===== config.mk =====
export PLATFORM = sky130hd
export DESIGN_NAME = serial_add_ctrl_flat
export DESIGN_NICKNAME = d
export VERILOG_FILES = /design/src/rtl/serial_add_ctrl_if.sv /design/src/rtl/serial_add_ctrl.sv /design/src/flat_wrapper.sv
export SDC_FILE = /design/constraint.sdc
export NUM_CORES = 1
export LEC_CHECK = 0
export CAP_MARGIN = 20
export CELL_PAD_IN_SITES_DETAIL_PLACEMENT = 1
export CELL_PAD_IN_SITES_GLOBAL_PLACEMENT = 1
export CORE_MARGIN = 2
export CORE_UTILIZATION = 39
export CTS_CLUSTER_SIZE = 10
export DETAILED_ROUTE_END_ITERATION = 7
export PLACE_DENSITY = 0.91
export SLEW_MARGIN = 25
export SYNTH_ARGS = -nofsm -noshare
export SYNTH_HDL_FRONTEND = slang
export SYNTH_SLANG_ARGS = --single-unit

===== constraint.sdc =====
create_clock -name clk -period 3.1 [get_ports clk]
set_input_delay 0.465 -clock clk [delete_from_list [all_inputs] [get_ports clk]]
set_output_delay 0.465 -clock clk [all_outputs]
set_load 0.01 [all_outputs]

===== src/rtl/serial_add_ctrl_if.sv =====
// Bundle of the operand/result handshake and the single shared full_adder hookup
// used by serial_add_ctrl.
interface serial_add_ctrl_if #(
    parameter int unsigned WIDTH = 4
);
    logic             start;
    logic [WIDTH-1:0] a;
    logic [WIDTH-1:0] b;
    logic             cin;
    logic             fa_a;
    logic             fa_b;
    logic             fa_cin;
    logic             fa_y;
    logic             fa_cout;
    logic             busy;
    logic             done;
    logic [WIDTH-1:0] sum;
    logic             cout;

    // master: requester plus the external full_adder returning Y/Cout
    modport master (
        output start, a, b, cin, fa_y, fa_cout,
        input  fa_a, fa_b, fa_cin, busy, done, sum, cout
    );

    modport slave (
        input  start, a, b, cin, fa_y, fa_cout,
        output fa_a, fa_b, fa_cin, busy, done, sum, cout
    );
endinterface


===== src/rtl/serial_add_ctrl.sv =====
// Bit-serial adder sequencer: time-shares one external full_adder across WIDTH cycles,
// LSB first, and reports {cout,sum} with a one-cycle done pulse.
module serial_add_ctrl #(
    parameter int unsigned WIDTH = 4,
    parameter int unsigned CW    = 5
) (
    input  logic             clk,
    input  logic             reset,
    serial_add_ctrl_if.slave bus_io
);

    typedef enum logic [1:0] {StIdle, StRun, StDone} state_e;

    state_e           state_q, state_d;
    logic [WIDTH-1:0] a_sh_q, a_sh_d;
    logic [WIDTH-1:0] b_sh_q, b_sh_d;
    logic [WIDTH-1:0] sum_sh_q, sum_sh_d;
    logic [WIDTH-1:0] sum_q, sum_d;
    logic             carry_q, carry_d;
    logic             cout_q, cout_d;
    logic [CW-1:0]    cnt_q, cnt_d;
    logic             fa_a, fa_b, fa_cin, busy, done;

    always_comb begin
        state_d  = state_q;
        a_sh_d   = a_sh_q;
        b_sh_d   = b_sh_q;
        sum_sh_d = sum_sh_q;
        sum_d    = sum_q;
        carry_d  = carry_q;
        cout_d   = cout_q;
        cnt_d    = cnt_q;
        fa_a     = 1'b0;
        fa_b     = 1'b0;
        fa_cin   = 1'b0;
        busy     = 1'b0;
        done     = 1'b0;

        case (state_q)
            StIdle: begin
                if (bus_io.start) begin
                    a_sh_d   = bus_io.a;
                    b_sh_d   = bus_io.b;
                    carry_d  = bus_io.cin;
                    cnt_d    = '0;
                    sum_sh_d = '0;
                    state_d  = StRun;
                end
            end
            StRun: begin
                busy     = 1'b1;
                fa_a     = a_sh_q[0];
                fa_b     = b_sh_q[0];
                fa_cin   = carry_q;
                sum_sh_d = sum_sh_q >> 1;
                sum_sh_d[WIDTH-1] = bus_io.fa_y;
                a_sh_d   = a_sh_q >> 1;
                b_sh_d   = b_sh_q >> 1;
                carry_d  = bus_io.fa_cout;
                cnt_d    = cnt_q + CW'(1);
                // Last bit: publish the result on the same edge that enters DONE
                if (cnt_q == CW'(WIDTH - 1)) begin
                    sum_d   = sum_sh_d;
                    cout_d  = bus_io.fa_cout;
                    state_d = StDone;
                end
            end
            StDone: begin
                done    = 1'b1;
                state_d = StIdle;
            end
            default: state_d = StIdle;
        endcase
    end

    always_ff @(posedge clk) begin
        if (reset) begin
            state_q  <= StIdle;
            a_sh_q   <= '0;
            b_sh_q   <= '0;
            sum_sh_q <= '0;
            sum_q    <= '0;
            carry_q  <= 1'b0;
            cout_q   <= 1'b0;
            cnt_q    <= '0;
        end else begin
            state_q  <= state_d;
            a_sh_q   <= a_sh_d;
            b_sh_q   <= b_sh_d;
            sum_sh_q <= sum_sh_d;
            sum_q    <= sum_d;
            carry_q  <= carry_d;
            cout_q   <= cout_d;
            cnt_q    <= cnt_d;
        end
    end

    assign bus_io.fa_a   = fa_a;
    assign bus_io.fa_b   = fa_b;
    assign bus_io.fa_cin = fa_cin;
    assign bus_io.busy   = busy;
    assign bus_io.done   = done;
    assign bus_io.sum    = sum_q;
    assign bus_io.cout   = cout_q;

endmodule


===== src/flat_wrapper.sv =====
// flat-port wrapper written by rule: the top's interface ports become plain ports
module serial_add_ctrl_flat 
#(
    parameter int unsigned WIDTH = 4,
    parameter int unsigned CW    = 5
)
  (clk, reset, bus_io_start, bus_io_a, bus_io_b, bus_io_cin, bus_io_fa_y, bus_io_fa_cout, bus_io_fa_a, bus_io_fa_b, bus_io_fa_cin, bus_io_busy, bus_io_done, bus_io_sum, bus_io_cout);
  serial_add_ctrl_if #(.WIDTH(WIDTH)) bus_io_i ();
  input  logic clk;
  input  logic reset;
  input wire logic [$bits(bus_io_i.start)-1:0] bus_io_start;
  input wire logic [$bits(bus_io_i.a)-1:0] bus_io_a;
  input wire logic [$bits(bus_io_i.b)-1:0] bus_io_b;
  input wire logic [$bits(bus_io_i.cin)-1:0] bus_io_cin;
  input wire logic [$bits(bus_io_i.fa_y)-1:0] bus_io_fa_y;
  input wire logic [$bits(bus_io_i.fa_cout)-1:0] bus_io_fa_cout;
  output wire logic [$bits(bus_io_i.fa_a)-1:0] bus_io_fa_a;
  output wire logic [$bits(bus_io_i.fa_b)-1:0] bus_io_fa_b;
  output wire logic [$bits(bus_io_i.fa_cin)-1:0] bus_io_fa_cin;
  output wire logic [$bits(bus_io_i.busy)-1:0] bus_io_busy;
  output wire logic [$bits(bus_io_i.done)-1:0] bus_io_done;
  output wire logic [$bits(bus_io_i.sum)-1:0] bus_io_sum;
  output wire logic [$bits(bus_io_i.cout)-1:0] bus_io_cout;
  assign bus_io_i.start = bus_io_start;
  assign bus_io_i.a = bus_io_a;
  assign bus_io_i.b = bus_io_b;
  assign bus_io_i.cin = bus_io_cin;
  assign bus_io_i.fa_y = bus_io_fa_y;
  assign bus_io_i.fa_cout = bus_io_fa_cout;
  assign bus_io_fa_a = bus_io_i.fa_a;
  assign bus_io_fa_b = bus_io_i.fa_b;
  assign bus_io_fa_cin = bus_io_i.fa_cin;
  assign bus_io_busy = bus_io_i.busy;
  assign bus_io_done = bus_io_i.done;
  assign bus_io_sum = bus_io_i.sum;
  assign bus_io_cout = bus_io_i.cout;
  serial_add_ctrl #(.WIDTH(WIDTH), .CW(CW)) u_core (.clk(clk), .reset(reset), .bus_io(bus_io_i));
endmodule

After elaboration in Yosys (flattened, before gate mapping). Index checks and enable logic that the tools add are counted.

Bits in registers: 25. Word-level logic and storage cells: 37. Bits of input ports: 14.

$add $sub $neg: 1. Muxes and demuxes: 18. Reduce and logical (&&, ||, !) cells: 5. Equal/unequal tests: 5.

Operators with widths (count): one-hot mux 4 bit (2 select lines) (3); 2-to-1 mux 4 bit (3); one-hot mux 5 bit (2 select lines) (1); 2-to-1 mux 1 bit (6); AND reduction 2 bit (3); adder 5 x 1 -> 5 bit (second input constant) (1); equality test 5 x 2 -> 1 bit (second input constant) (1); 2-to-1 mux 5 bit (1); 2-to-1 mux 2 bit (2); one-hot mux 2 bit (2 select lines) (1); equality test 2 x 1 -> 1 bit (second input constant) (1); equality test 2 bit (second input constant) (1); logical NOT 2 bit (1); inequality test 2 x 1 -> 1 bit (second input constant) (1); inequality test 2 bit (second input constant) (1); one-hot mux 1 bit (2 select lines) (1); nonzero test 2 bit (1).

Logic depth before layout (Yosys ltp). Gate-level depths: netlist of the first run.

Depth in word-level cells: 3. Mapped depth: 5.

Worst setup path before layout of the first run. OpenSTA, ideal clock, no wires.

Path type: register to output. Start: register u_core.state_q[1]. End: output port bus_io_fa_b. Path buffers: 1. Data arrival time: 1018 ps. Setup slack: 1617 ps. Data required time: 2635 ps. Stages on the path, launching flop included: 5. Cells stage by stage: dfxtp_1 -> nand2b_2 -> inv_2 -> buf_2 -> and2_1.

Cells in the longest elaborated chain, start to end: 2.

RTL lines: from (decl) (RTL line serial_add_ctrl.sv:14) `state_e state_q, state_d;`; from (signal assigned) (RTL line serial_add_ctrl.sv:78) `state_q <= StIdle;`; from (signal assigned) (RTL line serial_add_ctrl.sv:87) `state_q <= state_d;`; equality test 2 x 1 -> 1 bit (RTL line serial_add_ctrl.sv:39) `case (state_q)`; 2-to-1 mux 1 bit (RTL line serial_add_ctrl.sv:39); to (decl) (RTL line flat_wrapper.sv:18) `output wire logic [$bits(bus_io_i.fa_b)-1:0] bus_io_fa_b;`.

No other way between the ends.

Worst setup path after layout of the first run.
Start: register u_core.state_q[0]. End: output port bus_io_fa_cin.

Cells in the longest elaborated chain, start to end: 2.

RTL lines: equality test 2 x 1 -> 1 bit (RTL line serial_add_ctrl.sv:39); 2-to-1 mux 1 bit (RTL line serial_add_ctrl.sv:39); to (decl) (RTL line flat_wrapper.sv:19) `output wire logic [$bits(bus_io_i.fa_cin)-1:0] bus_io_fa_cin;`.

No other way between the ends.

==> key figures, run 1 <==
Finish
  – Most frequent cells in the layout: dfxtp_1, clkdlybuf4s50_1, nor2_1
  – Final net count: around 160
  – Final instance area: ~1400 um2
  – ANT cells: 0
  – Layout overhead on the synthesized area: 24.1%
  – Most common cell after layout, fill and taps aside: dfxtp_1
  – Share of cells above drive strength 1: 11.7%

Setup path
  – CP max FO: 18
  – CP Launch Type: flip-flop
  – CP Class: reg2out
  – Crit path DAT: around 2.2 ns
  – Critical Path RT: between 2 and 3 ns
  – Setup crit end kind: output pin

Timing
  – Max-slew headroom: roughly half
  – Final Cycle Share: approximately 85%
  – Total negative slack: 0 ns
  – Min Clock Period, post-route: around 2.6 ns
  – Max frequency: about 380 MHz
  – Worst-Margin Slew: between 0.7 and 0.8 ns
  – Final Skew: about 0.0028 ns
  – Hold_ws: between 0.4 and 0.5 ns
  – # setup viols final: 0
  – Final slew viol count: 0
  – Final Hold Vio Count: 0
  – RSZ-0062 raised after global routing: no

Drt
  – Initial DRC count: 14
  – Final antenna-violating net count: 0
  – Initial DRT Pass Iterations: 4
  – Aggregate routed wire length: about 2.6 mm
  – Wire per inst: approximately 15 um
  – Total number of vias: about 960
  – Vias per cell: 5.43
  – Remaining DRCs: 0

Global routing
  – First-pass GRT wire length: about 4.5 mm
  – Largest net degree at the start of global routing: 26
  – Tot GR Track Use: approximately 17%
  – Vias in the first global route: 969
  – Initial antenna violation count: 0
  – GRT overflow: 0

Yosys
  – Top cells by area, synth: dfxtp_1, nor2_1, nand2b_1, a21oi_1, a22oi_1
  – Top-area cell type share of the netlist area: 43.2%
  – Synth Register Bits: 24
  – Cell accounting for the most synthesized area: dfxtp_1
  – Cell Area, Synth: ~1100 um2
  – Mean Syn Cell Area: about 8.9 um2
  – Syn Inst Count: roughly 130
  – Predominant post-synthesis flop cell: dfxtp_1
  – Syn Nets: 140
  – Post-synthesis sequential area ratio: a little over two fifths
  – Yosys warns: 0
  – Ys async rst share: 0%
  – Post-synth EDFFs: 0
  – Synth cell types: 29

Die
  – Die width: between 50 and 60 um
  – Initial core utilization: 40.7%
  – I/O pins: 24
  – Die area: roughly 3300 um2
  – Site Rows: 19
  – CORE AREA: approximately 2700 um2
  – Die Ht: 57.4 um

Clocking
  – Post-cts sizing count: 0
  – Worst skew pair latency: between 0.3 and 0.4 ns
  – CTS Buffer Depth: 2
  – Inserted Clock Buffers: 3
  – Postcts setup bufs: 0
  – Root Driver: clkbuf_4
  – Clock slew at reported path FFs: 0.13 ns
  – CTS Sinks: 24
  – Hold_buf cts: 0
  – CTS tree: done
  – H-tree depth: 1

Place
  – Post-DP Area: 1360 um2
  – IO Port Bufs: 23
  – GPL Wtd Cong: ~0.75
  – Detailed Place HPWL: about 1.9 mm

Pwr
  – Pwr per Cell Area: about 400 nW/um2
  – Reg power frac: about three fifths
  – Pint: between 0.4 and 0.5 mW
  – Leak: between 0.5 and 0.6 nW
  – Gate power share: approximately 15%
  – Switching Share: between 20% and 30%
  – Switching power of the nets: between 0.1 and 0.15 mW
  – Clock Power Share: about a quarter
  – Max VDD drop: between 0.0002 and 0.0003 V

Status
  – Outcome: finished, final reports clean

Hold path
  – Min-delay worst type: reg2reg

Job
  – Max Cap Viol: 0
==> power by group through the flow <==
stage / clock, mW / sequential (mW) / combinational (mW)
6_report: 0.136 / 0.334 / 0.0824
2_1_floorplan: 0 / 0.336 / 0.0522
4_1_cts: 0.140 / 0.334 / 0.0832
3_5_place_dp: 0 / 0.341 / 0.0825
3_3_place_gp: 0 / 0.340 / 0.0796
5_1_grt: 0.155 / 0.337 / 0.0916
==> layer usage <==
layer  track usage, %  share of wire, %
met1             22.0                45
met2             29.7                51
met3             4.76               3.3
met4             1.99              0.57
met5                0                 0
==> worst paths after layout <==
check                           slack (ns)  depth (start not counted)                              start                                 to
worst max-delay path                  0.48                          4     u_core.state_q[0]$_SDFFE_PP0P_                      bus_io_fa_cin
worst min-delay path                  0.48                          2  u_core.bus_io.sum[2]$_SDFFE_PP0P_  u_core.bus_io.sum[2]$_SDFFE_PP0P_
worst max register to register        1.42                          4     u_core.state_q[0]$_SDFFE_PP0P_       u_core.cnt_q[3]$_SDFFE_PP0P_
worst min register to register        0.48                          2  u_core.bus_io.sum[2]$_SDFFE_PP0P_  u_core.bus_io.sum[2]$_SDFFE_PP0P_
==> sequential cells by signal, indices dropped and copies added (netlist names) <==
register            count
u_core.b_sh_q           4
u_core.carry_q          1
u_core.bus_io.sum       4
u_core.state_q          2
u_core.cnt_q            5
u_core.a_sh_q           4
u_core.bus_io.cout      1
u_core.sum_sh_q         3
==> metrics by stage <==
stage,worst slack (ns),utilization [%],std cells,power (mW)
6_report,0.476,50.5,176,0.553
5_1_grt,0.286,50.5,176,0.583
4_1_cts,0.472,50.5,176,0.558
3_5_place_dp,0.841,49.7,173,0.424
3_3_place_gp,0.915,49.7,173,0.419
2_1_floorplan,1.62,-,125,0.388
==> cell usage after synthesis, types with 2 or more instances <==
master and count:
inv_1 3, o221a_2 3, or3b_2 2, a21oi_1 11, clkbuf_1 3, nand4b_1 5, nand4_1 2, nor3_1 4
buf_2 4, and2_1 2, nor2_1 20, nor2b_1 2, a22oi_1 6, mux2_2 2, nand2b_1 9, nor3b_1 4
or3b_1 2, a211oi_1 2, o21ai_0 6, dfxtp_1 24
==> critical path, cell delays in order (launching register included) <==
cell and delay (ns):
dfxtp_1 0.71, nand2b_2 0.18, inv_2 0.25, and2_1 0.17
clkdlybuf4s50_1 0.53
==> area by class of cell <==
cell class                      count  area, um2
Clock buffer                        3       22.5
Sequential cell                    24        480
Timing Repair Buffer               24        238
Inverter                            4       15.0
Tap cell                           31       38.8
Fill cell                         332       1350
Multi-Input combinational cell     90        586
==> logic make-up after synthesis <==
group / count (synthesis) / share of synthesized area (%)
AO/OA/AOI/OAI: 30 / 18.0
adder cells (fa/ha/maj): 1 / 1.12
buffers and inverters: 11 / 4.16
flip-flops: 24 / 43.2
multiplexers: 2 / 2.02
AND/OR/NAND/NOR: 57 / 31.5
Note: power is estimated with default switching activity, not from simulation.
==> inputs of run 2 (changes only) <==
CORE_UTILIZATION = 36   (was 39)
PLACE_DENSITY = 0.85   (was 0.91)
clock period = 2.5 ns   (was 3.1 ns; I/O delays follow)
==> key figures, run 2 (synthesis results as in run 1) <==
Status
  – Outcome: finished, final reports clean

Drt
  – Remaining DRCs: 0 (unchanged)
  – Aggregate routed wire length: 2.66 mm (+0.68%)
  – Final antenna-violating net count: 0 (unchanged)
  – Initial DRT Pass Iterations: 4 (unchanged)
  – Wire per inst: 14.7 um (-2.1%)
  – Vias per cell: 5.42 (-0.12%)
  – Total number of vias: 981 (+2.7%)
  – Initial DRC count: 34 (+20)

Finish
  – Final instance area: 1430 um2 (+3.4%)
  – ANT cells: 0 (unchanged)
  – Final net count: 164 (+1.2%)
  – Layout overhead on the synthesized area: 28.3%
  – Max FFs per register: 5 (unchanged)
  – Share of cells above drive strength 1: 13.5% (+1.8 points)
  – Largest Register: u_core.cnt_q
  – Most common cell after layout, fill and taps aside: dfxtp_1
  – Most frequent cells in the layout: dfxtp_1, clkdlybuf4s50_1, nor2_1
  – Final non-filler cell total: 181 (+2.8%)

Die
  – Die area: 3550 um2 (+7.7%)
  – Initial core utilization: 37.0% (-3.6 points)
  – Die Ht: 59.6 um (+3.8%)
  – Die width: 59.6 um (+3.8%)
  – I/O pins: 24 (unchanged)
  – CORE AREA: 3000 um2 (+9.8%)
  – Site Rows: 20 (+1)

Timing
  – RSZ-0062 raised after global routing: no
  – Final Hold Vio Count: 0 (unchanged)
  – Final Skew: 0.00998 ns (+0.00719 ns)
  – Min setup slack post-route: 0.310 ns (-0.166 ns)
  – Total negative slack: 0 ns (unchanged)
  – # setup viols final: 0 (unchanged)
  – Min Clock Period, post-route: between 2 and 2.5 ns
  – Max-slew headroom: 47.2% (-0.94 points)
  – Final Cycle Share: 87.6%
  – Final slew viol count: 0 (unchanged)
  – Worst-Margin Slew: 0.790 ns (+0.0140 ns)
  – Max frequency: 457 MHz

Clocking
  – Clock slew at reported path FFs: 0.14 ns (about the same)
  – Post-cts sizing count: 0 (unchanged)
  – Hold_buf cts: 0 (unchanged)
  – Inserted Clock Buffers: 3 (unchanged)
  – H-tree depth: 1 (unchanged)
  – Root Driver: clkbuf_4
  – Worst skew pair latency: 0.33 ns (+0.02 ns)
  – CTS Buffer Depth: 2 (unchanged)
  – CTS Sinks: 24 (unchanged)
  – Postcts setup bufs: 0 (unchanged)
  – CTS tree: done

Setup path
  – R2R cell count: 4 (unchanged)
  – CP Launch Point: u_core.state_q[1]$_SDFFE_PP0P_
  – CP max FO: 16 (-2)
  – R2r setup slk: 1.01 ns (-0.41 ns)
  – Crit path largest cell delay: 0.52 ns (-0.19 ns)
  – Critical Path RT: 2.12 ns (-0.51 ns)
  – Setup crit end kind: output pin
  – Crit path DAT: 1.82 ns (-0.34 ns)
  – Terminus of the critical flop-to-flop path: u_core.bus_io.sum[2]$_SDFFE_PP0P_
  – Slowest CP cell: clkdlybuf4s50_1
  – CP cell instances: nand2b_2 -> inv_2 -> and2_1 -> clkdlybuf4s50_1
  – Critical R2R Launch: u_core.cnt_q[0]$_SDFFE_PP0P_
  – CP Launch Type: flip-flop
  – CP Buf/Inv Count: 2 (unchanged)
  – CP Class: reg2out
  – CP top delay family: buffers and inverters

Pwr
  – Max VDD drop: 0.000245 V (-11%)
  – Pwr per Cell Area: 564 nW/um2 (+41%)
  – Leak: 0.534 nW (+4.8%)

Place
  – Pre-CTS setup slack: 0.427 ns (-0.413 ns)
  – IO Port Bufs: 23 (unchanged)
  – Detailed Place HPWL: 1.90 mm (-0.21%)
  – GPL Wtd Cong: 0.726 (-3.4%)
  – Dpl cells: 177 (+2.3%)
  – Post-DP Area: 1380 um2 (+1.3%)

Hold path
  – Hold Path Depth: 2 (unchanged)
  – Worst hold path endpoint: u_core.bus_io.cout$_SDFFE_PP0P_
  – Hold path startpoint: u_core.bus_io.cout$_SDFFE_PP0P_
  – Min-delay worst type: reg2reg

Global routing
  – Largest net degree at the start of global routing: 26 (unchanged)
  – GRT overflow: 0 (unchanged)
  – First-pass GRT wire length: 4.25 mm (-4.6%)
  – Tot GR Track Use: 16.2% (-1.0 points)
  – Vias in the first global route: 944 (-2.6%)
  – Initial antenna violation count: 0 (unchanged)

Job
  – Max Cap Viol: 0 (unchanged)
==> run 2: worst max-delay path by stage <==
| stage | slack, ns | end | cells after the start |
|---|---|---|---|
| final | 0.31 | bus_io_fa_cin | 4 |
| after global routing | 0.22 | bus_io_fa_cin | 4 |
| after CTS | 0.30 | bus_io_fa_cin | 4 |
| after detailed placement | 0.43 | u_core.cnt_q[3]$_SDFFE_PP0P_ | 4 |
| after global placement | 0.51 | u_core.cnt_q[3]$_SDFFE_PP0P_ | 4 |
| after floorplan | 1.11 | bus_io_fa_b | 4 |
==> run 2: metal layers <==
layer  global-route usage (%)  share of wire [%]
met1                     18.0                 45
met4                     10.5                2.9
met5                        0                  0
met3                     1.97                3.2
met2                     28.7                 49
==> run 2: final cells by class <==
| class | count | area [um2] |
|---|---|---|
| fill | 358 | 1580 |
| clock buffer | 3 | 22.5 |
| tap | 33 | 41.3 |
| clock inverter | 1 | 30.0 |
| inverter | 4 | 15.0 |
| timing repair buffer | 26 | 253 |
| sequential | 24 | 480 |
| multi-input combinational | 90 | 586 |
==> run 2: through the flow <==
step	util [%]	hold slack, ns	total power, mW
floorplan	-	0.463	0.481
global placement	45.8	0.461	0.521
detailed placement	45.8	0.473	0.527
CTS	47.5	0.494	0.815
global route	47.5	0.517	0.841
finish	47.5	0.489	0.805
==> run 2: power by group <==
part	switching [mW]	internal, mW
clock network	0.124	0.162
registers	0.0102	0.399
logic	0.0527	0.0564
total	0.187	0.618
==> run 2: worst reg2reg max path: stages (launching register included) <==
cell and delay (ns):
dfxtp_1 0.41, ha_1 0.23, nor4b_4 0.41, and2_4 0.25, o21ai_0 0.09
==> RTL change 1, RTL diff (flow settings as in run 1) <==
`CW` is set to 5 in 2 places; all go to 4.
--- a/src/rtl/serial_add_ctrl.sv
+++ b/src/rtl/serial_add_ctrl.sv
@@ -3,5 +3,5 @@
 module serial_add_ctrl #(
     parameter int unsigned WIDTH = 4,
-    parameter int unsigned CW    = 5
+    parameter int unsigned CW    = 4
 ) (
     input  logic             clk,
--- a/src/flat_wrapper.sv
+++ b/src/flat_wrapper.sv
@@ -3,5 +3,5 @@
 #(
     parameter int unsigned WIDTH = 4,
-    parameter int unsigned CW    = 5
+    parameter int unsigned CW    = 4
 )
   (clk, reset, bus_io_start, bus_io_a, bus_io_b, bus_io_cin, bus_io_fa_y, bus_io_fa_cout, bus_io_fa_a, bus_io_fa_b, bus_io_fa_cin, bus_io_busy, bus_io_done, bus_io_sum, bus_io_cout);
Check against the original RTL: no difference found for any inputs over 10 cycles, from zero or initial values and one cycle with reset high; that may be too few to reach the edited logic, so the function may still have changed.
==> RTL change 1 against run 1 <==
Critical path depth stayed put. Hold slack improved by 0.0036 ns. Power decreased by 2.5%. Synthesized cell count down 4.8%. Critical path type unchanged. Global-route usage fell by 1.3 points. Non-clock buffer count fell by 1. Cell area is 4.4% lower. Highest routed layer unchanged. Sequential share of layout area increased by 0.067 points. Routed wire length fell by 8.0%. Area after synthesis down 2.7%. Sequential power is 4% lower. Sequential cell count shrank 1. Worst setup slack lost 0.099 ns.
==> RTL change 1: results (changes against run 1) <==
nets@finish 154 (-4.9%); Post-synth top cells dfxtp_1 (23), nand2b_1 (18), nor2_1 (16); aggregate global-route resource usage 0.1586 (-0.01315); sequential share of the synthesized area 0.4254 (-0.006512); RD Place Congestion 0.6869 (-8.5%); HP Start u_core.bus_io.sum[3]; combinational power share 0.145 (-0.004); DR iter-0 viols 17 (+3); CP Capture Point bus_io_fa_cin; largest net degree at the start of global routing 29 (+12%); Hold Crit Class reg -> reg; ANT cells 0 (unchanged); Final Instance Count excl. Fillers 169 (-4.0%); leak pwr 0.4628 nW (-9.1%); reg2reg end u_core.cnt_q[2]; Synthesized Nets 134 (-4.3%); R2R Setup Slk 1.38 ns (-0.04 ns); worst skew pair latency 0.31 ns (about the same); comb pwr 78.2 uW (-5.1%); fin crit share 0.8783 (+0.03190); met1 global-route usage 0.1883 (-0.03142); Clock group ~140 uW; WL per Instance 14.38 um (-4.1%); Post-synth ARST share 0 (unchanged); FILL cells 325 (-2.1%); P_int 401.2 uW (-2.5%); Worst Hold End u_core.bus_io.sum[3]; Global Route met2 Usage 0.2874 (-0.009703); vias in the first global route 899 (-7.2%); first-pass GRT wire length 4050 um (-9.1%); hold slack 0.4848 ns (+0.003600 ns); Worst Reg2Reg Path Length in Cells 3 (-1); Post-CTS Setup Bufs 0 (unchanged); VDD IR-drop max 286.0 uV (+3.5%); Synth cell types 29 (unchanged); pre-CTS setup slack 0.7691 ns (-0.07179 ns); Rel. slew slack 0.3799 (-0.1013); Final Instance Area 1320 um^2 (-4.4%); Post-DP HPWL 1752 um (-7.9%); crit-path max FO 22 (+4); top post-synthesis cells by area dfxtp_1 (43%), nand2b_1 (10%), or3b_1 (5.7%); Avg Synthesized Cell Area 9.095 um^2 (+2.2%); Worst path max stage delay 0.81 ns (+0.10 ns); initial antenna violation count 0 (unchanged); share of cells above drive strength 1 0.04348 (-0.07376); Clock Skew 0.003285 ns (+0.0004955 ns); drt via density 5.444 (+0.33%); arrival time worst endpoint 2.26 ns (+0.10 ns); status finished clean; Crit path max-delay family flip-flops; met3 usage 0.03917 (-0.008449)
RTL change 1: logic make-up after synthesis:
group                    count (synthesis)  synth area share
AO/OA/AOI/OAI                           19            0.1237
adder cells (fa/ha/maj)                  1           0.01156
buffers and inverters                   10           0.06010
flip-flops                              23            0.4254
multiplexers                             5           0.04624
AND/OR/NAND/NOR                         61            0.3330
RTL change 1: worst register-to-register path, stage by stage (launching register included):
cell and delay [ns]:
dfxtp_1 0.81, o21ba_1 0.48, o221a_1 0.26, nor2_1 0.04
RTL change 1: area by class of cell:
| class | count | share of cell area |
|---|---|---|
| clock buffers | 4 | 0.01991 |
| inverters | 2 | 0.005687 |
| multi-input cells | 86 | 0.4218 |
| flip-flops and latches | 23 | 0.3488 |
| well taps | 31 | 0.02938 |
| repair buffers | 23 | 0.1744 |
RTL change 1: routing by layer:
layer,up-vias,share of wire
li1,448,-
met1,450,0.43
met2,20,0.51
met3,2,0.052
met4,0,0.0078
met5,-,0
==> RTL change 2, RTL diff (flow settings as in run 1) <==
Made on the original files. Take the reset off `sum_sh_q` and load it in a clocked block of its own.
--- a/src/rtl/serial_add_ctrl.sv
+++ b/src/rtl/serial_add_ctrl.sv
@@ -79,5 +79,4 @@
             a_sh_q   <= '0;
             b_sh_q   <= '0;
-            sum_sh_q <= '0;
             sum_q    <= '0;
             carry_q  <= 1'b0;
@@ -88,5 +87,4 @@
             a_sh_q   <= a_sh_d;
             b_sh_q   <= b_sh_d;
-            sum_sh_q <= sum_sh_d;
             sum_q    <= sum_d;
             carry_q  <= carry_d;
@@ -94,4 +92,8 @@
             cnt_q    <= cnt_d;
         end
+    end
+
+    always_ff @(posedge clk) begin
+        sum_sh_q <= sum_sh_d;
     end
 
Function: same outputs for any inputs over 10 cycles, from zero or initial values and one cycle with reset high; that may be too few to reach the edited logic, so the function may still have changed.
==> RTL change 2 against run 1 <==
Final cell count down 3.4%. Cell area up 2.7%. Via count down 7.2%. Largest power group unchanged. Routed wire length down 13%. Fmax down 0.58%. Area after synthesis up 0.79%. Sequential share of layout area up 1.2 points. Critical path depth unchanged. Worst setup slack worse by 0.015 ns. Power up 13%. Sequential cell count unchanged. Critical path type unchanged. Clock skew up 0.011 ns. Largest cell class unchanged.
==> RTL change 2: results (changes against run 1) <==
status finished clean; sequential power share 0.552 (-0.053); Synthesized Nets 132 (-5.7%); drt first pass iters 4 (unchanged); Worst Reg2Reg Path Length in Cells 4 (unchanged); Cells after DPL 166 (-4.0%); vias in the first global route 930 (-4.0%); Yosys Warn Count 0 (unchanged); VDD IR-drop max 305.0 uV (+10%); Rel. slew slack 0.6206 (+0.1394); reg2reg end u_core.cnt_q[4]; Clk pwr share 0.309 (+0.063); crit-path max FO 18 (unchanged); Post-CTS Setup Bufs 0 (unchanged); arrival time worst endpoint between 2 and 2.5 ns; clk slew on worst S/H paths ~0.14 ns; ANT cells 0 (unchanged); P_int 476.4 uW (+16%); Final Instance Count excl. Fillers 170 (-3.4%); sequential share of the synthesized area 0.4554 (+0.02341); share of cells above drive strength 1 0.1223 (+0.005061); R2R Setup Slk 1.35 ns (-0.07 ns); hold slack 0.4826 ns (+0.001399 ns); maximum root-to-sink buffer count 2 (unchanged); FF-to-FF Start u_core.state_q[0]; final wirelength 2296 um (-13%); nets@finish 155 (-4.3%); cells after synthesis 117 (-6.4%); H-tree level count 1 (unchanged); largest net degree at the start of global routing 19 (-27%); Final Hold Vio Count 0 (unchanged); PortBufs 23 (unchanged); top post-synthesis cells by area dfxtp_1 (38%), nand2b_1 (9.5%), edfxtp_1 (8.0%); EDFF count, synth 3 (+3); leak pwr 0.5537 nW (+8.8%); DR iter-0 viols 14 (unchanged); Root Driver clkbuf_4; first-pass GRT wire length 4146 um (-7.0%); Post-synth ARST share 0 (unchanged); Synth cell types 25 (-14%); Post-synth top cells dfxtp_1 (21), nand2b_1 (17), nor2_1 (14); Clock Skew 0.01376 ns (+0.01097 ns); RD Place Congestion 0.7646 (+1.8%); Post-DP HPWL 1766 um (-7.1%); Peak Freq 378.9 MHz (-0.58%); aggregate global-route resource usage 0.1596 (-0.01211); via count 886 (-7.2%); pre-CTS setup slack 0.7750 ns (-0.06586 ns)
-- RTL change 2: changes by cell type after synthesis, moves of 3 or more --
cell,run 1,this run
nor2_1,20,14
and2_1,2,6
inv_1,3,0
a22oi_1,6,3
o221a_2,3,0
nor3_1,4,9
nand4b_1,5,0
o21ai_0,6,0
edfxtp_1,0,3
or3b_2,2,5
dfxtp_1,24,21
nand2b_1,9,17
mux2i_1,0,6
-- RTL change 2: routing by layer --
metal | track usage | share of wire | vias to the layer above
li1 | - | - | 444
met1 | 0.1907 | 0.42 | 423
met2 | 0.2857 | 0.53 | 15
met3 | 0.02679 | 0.034 | 4
met4 | 0.05980 | 0.017 | 0
met5 | 0 | 0 | -
-- RTL change 2: logic make-up (layout without fill, tap and decap cells) --
logic type               count (synthesis)  after routing  share of synthesized area
AO/OA/AOI/OAI                           14             14                    0.07924
adder cells (fa/ha/maj)                  1              1                    0.01116
buffers and inverters                    8             30                    0.03126
flip-flops                              24             24                     0.4554
multiplexers                             8              8                    0.07366
AND/OR/NAND/NOR                         62             62                     0.3493
-- RTL change 2: critical path: stages, from the launching register on --
cell,delay [ns]
dfxtp_1,0.71
nand2b_2,0.23
inv_2,0.24
and2_1,0.15
clkdlybuf4s50_1,0.52
-- RTL change 2: metrics by stage --
| stage | power (mW) | area, um^2 |
|---|---|---|
| 6_report | 0.6232 | 1418 |
| 5_1_grt | 0.6619 | 1418 |
| 4_1_cts | 0.6326 | 1418 |
| 3_5_place_dp | 0.4399 | 1370 |
| 3_3_place_gp | 0.4329 | 1370 |
| 2_1_floorplan | 0.4019 | 1121 |
-- RTL change 2: cell type report --
type,count,area [um^2]
tap,31,38.79
sequential,24,510.5
clock buffer,4,47.55
timing repair buffer,24,237.7
multi-input combinational,85,575.6
fill,335,1316
inverter,2,7.507
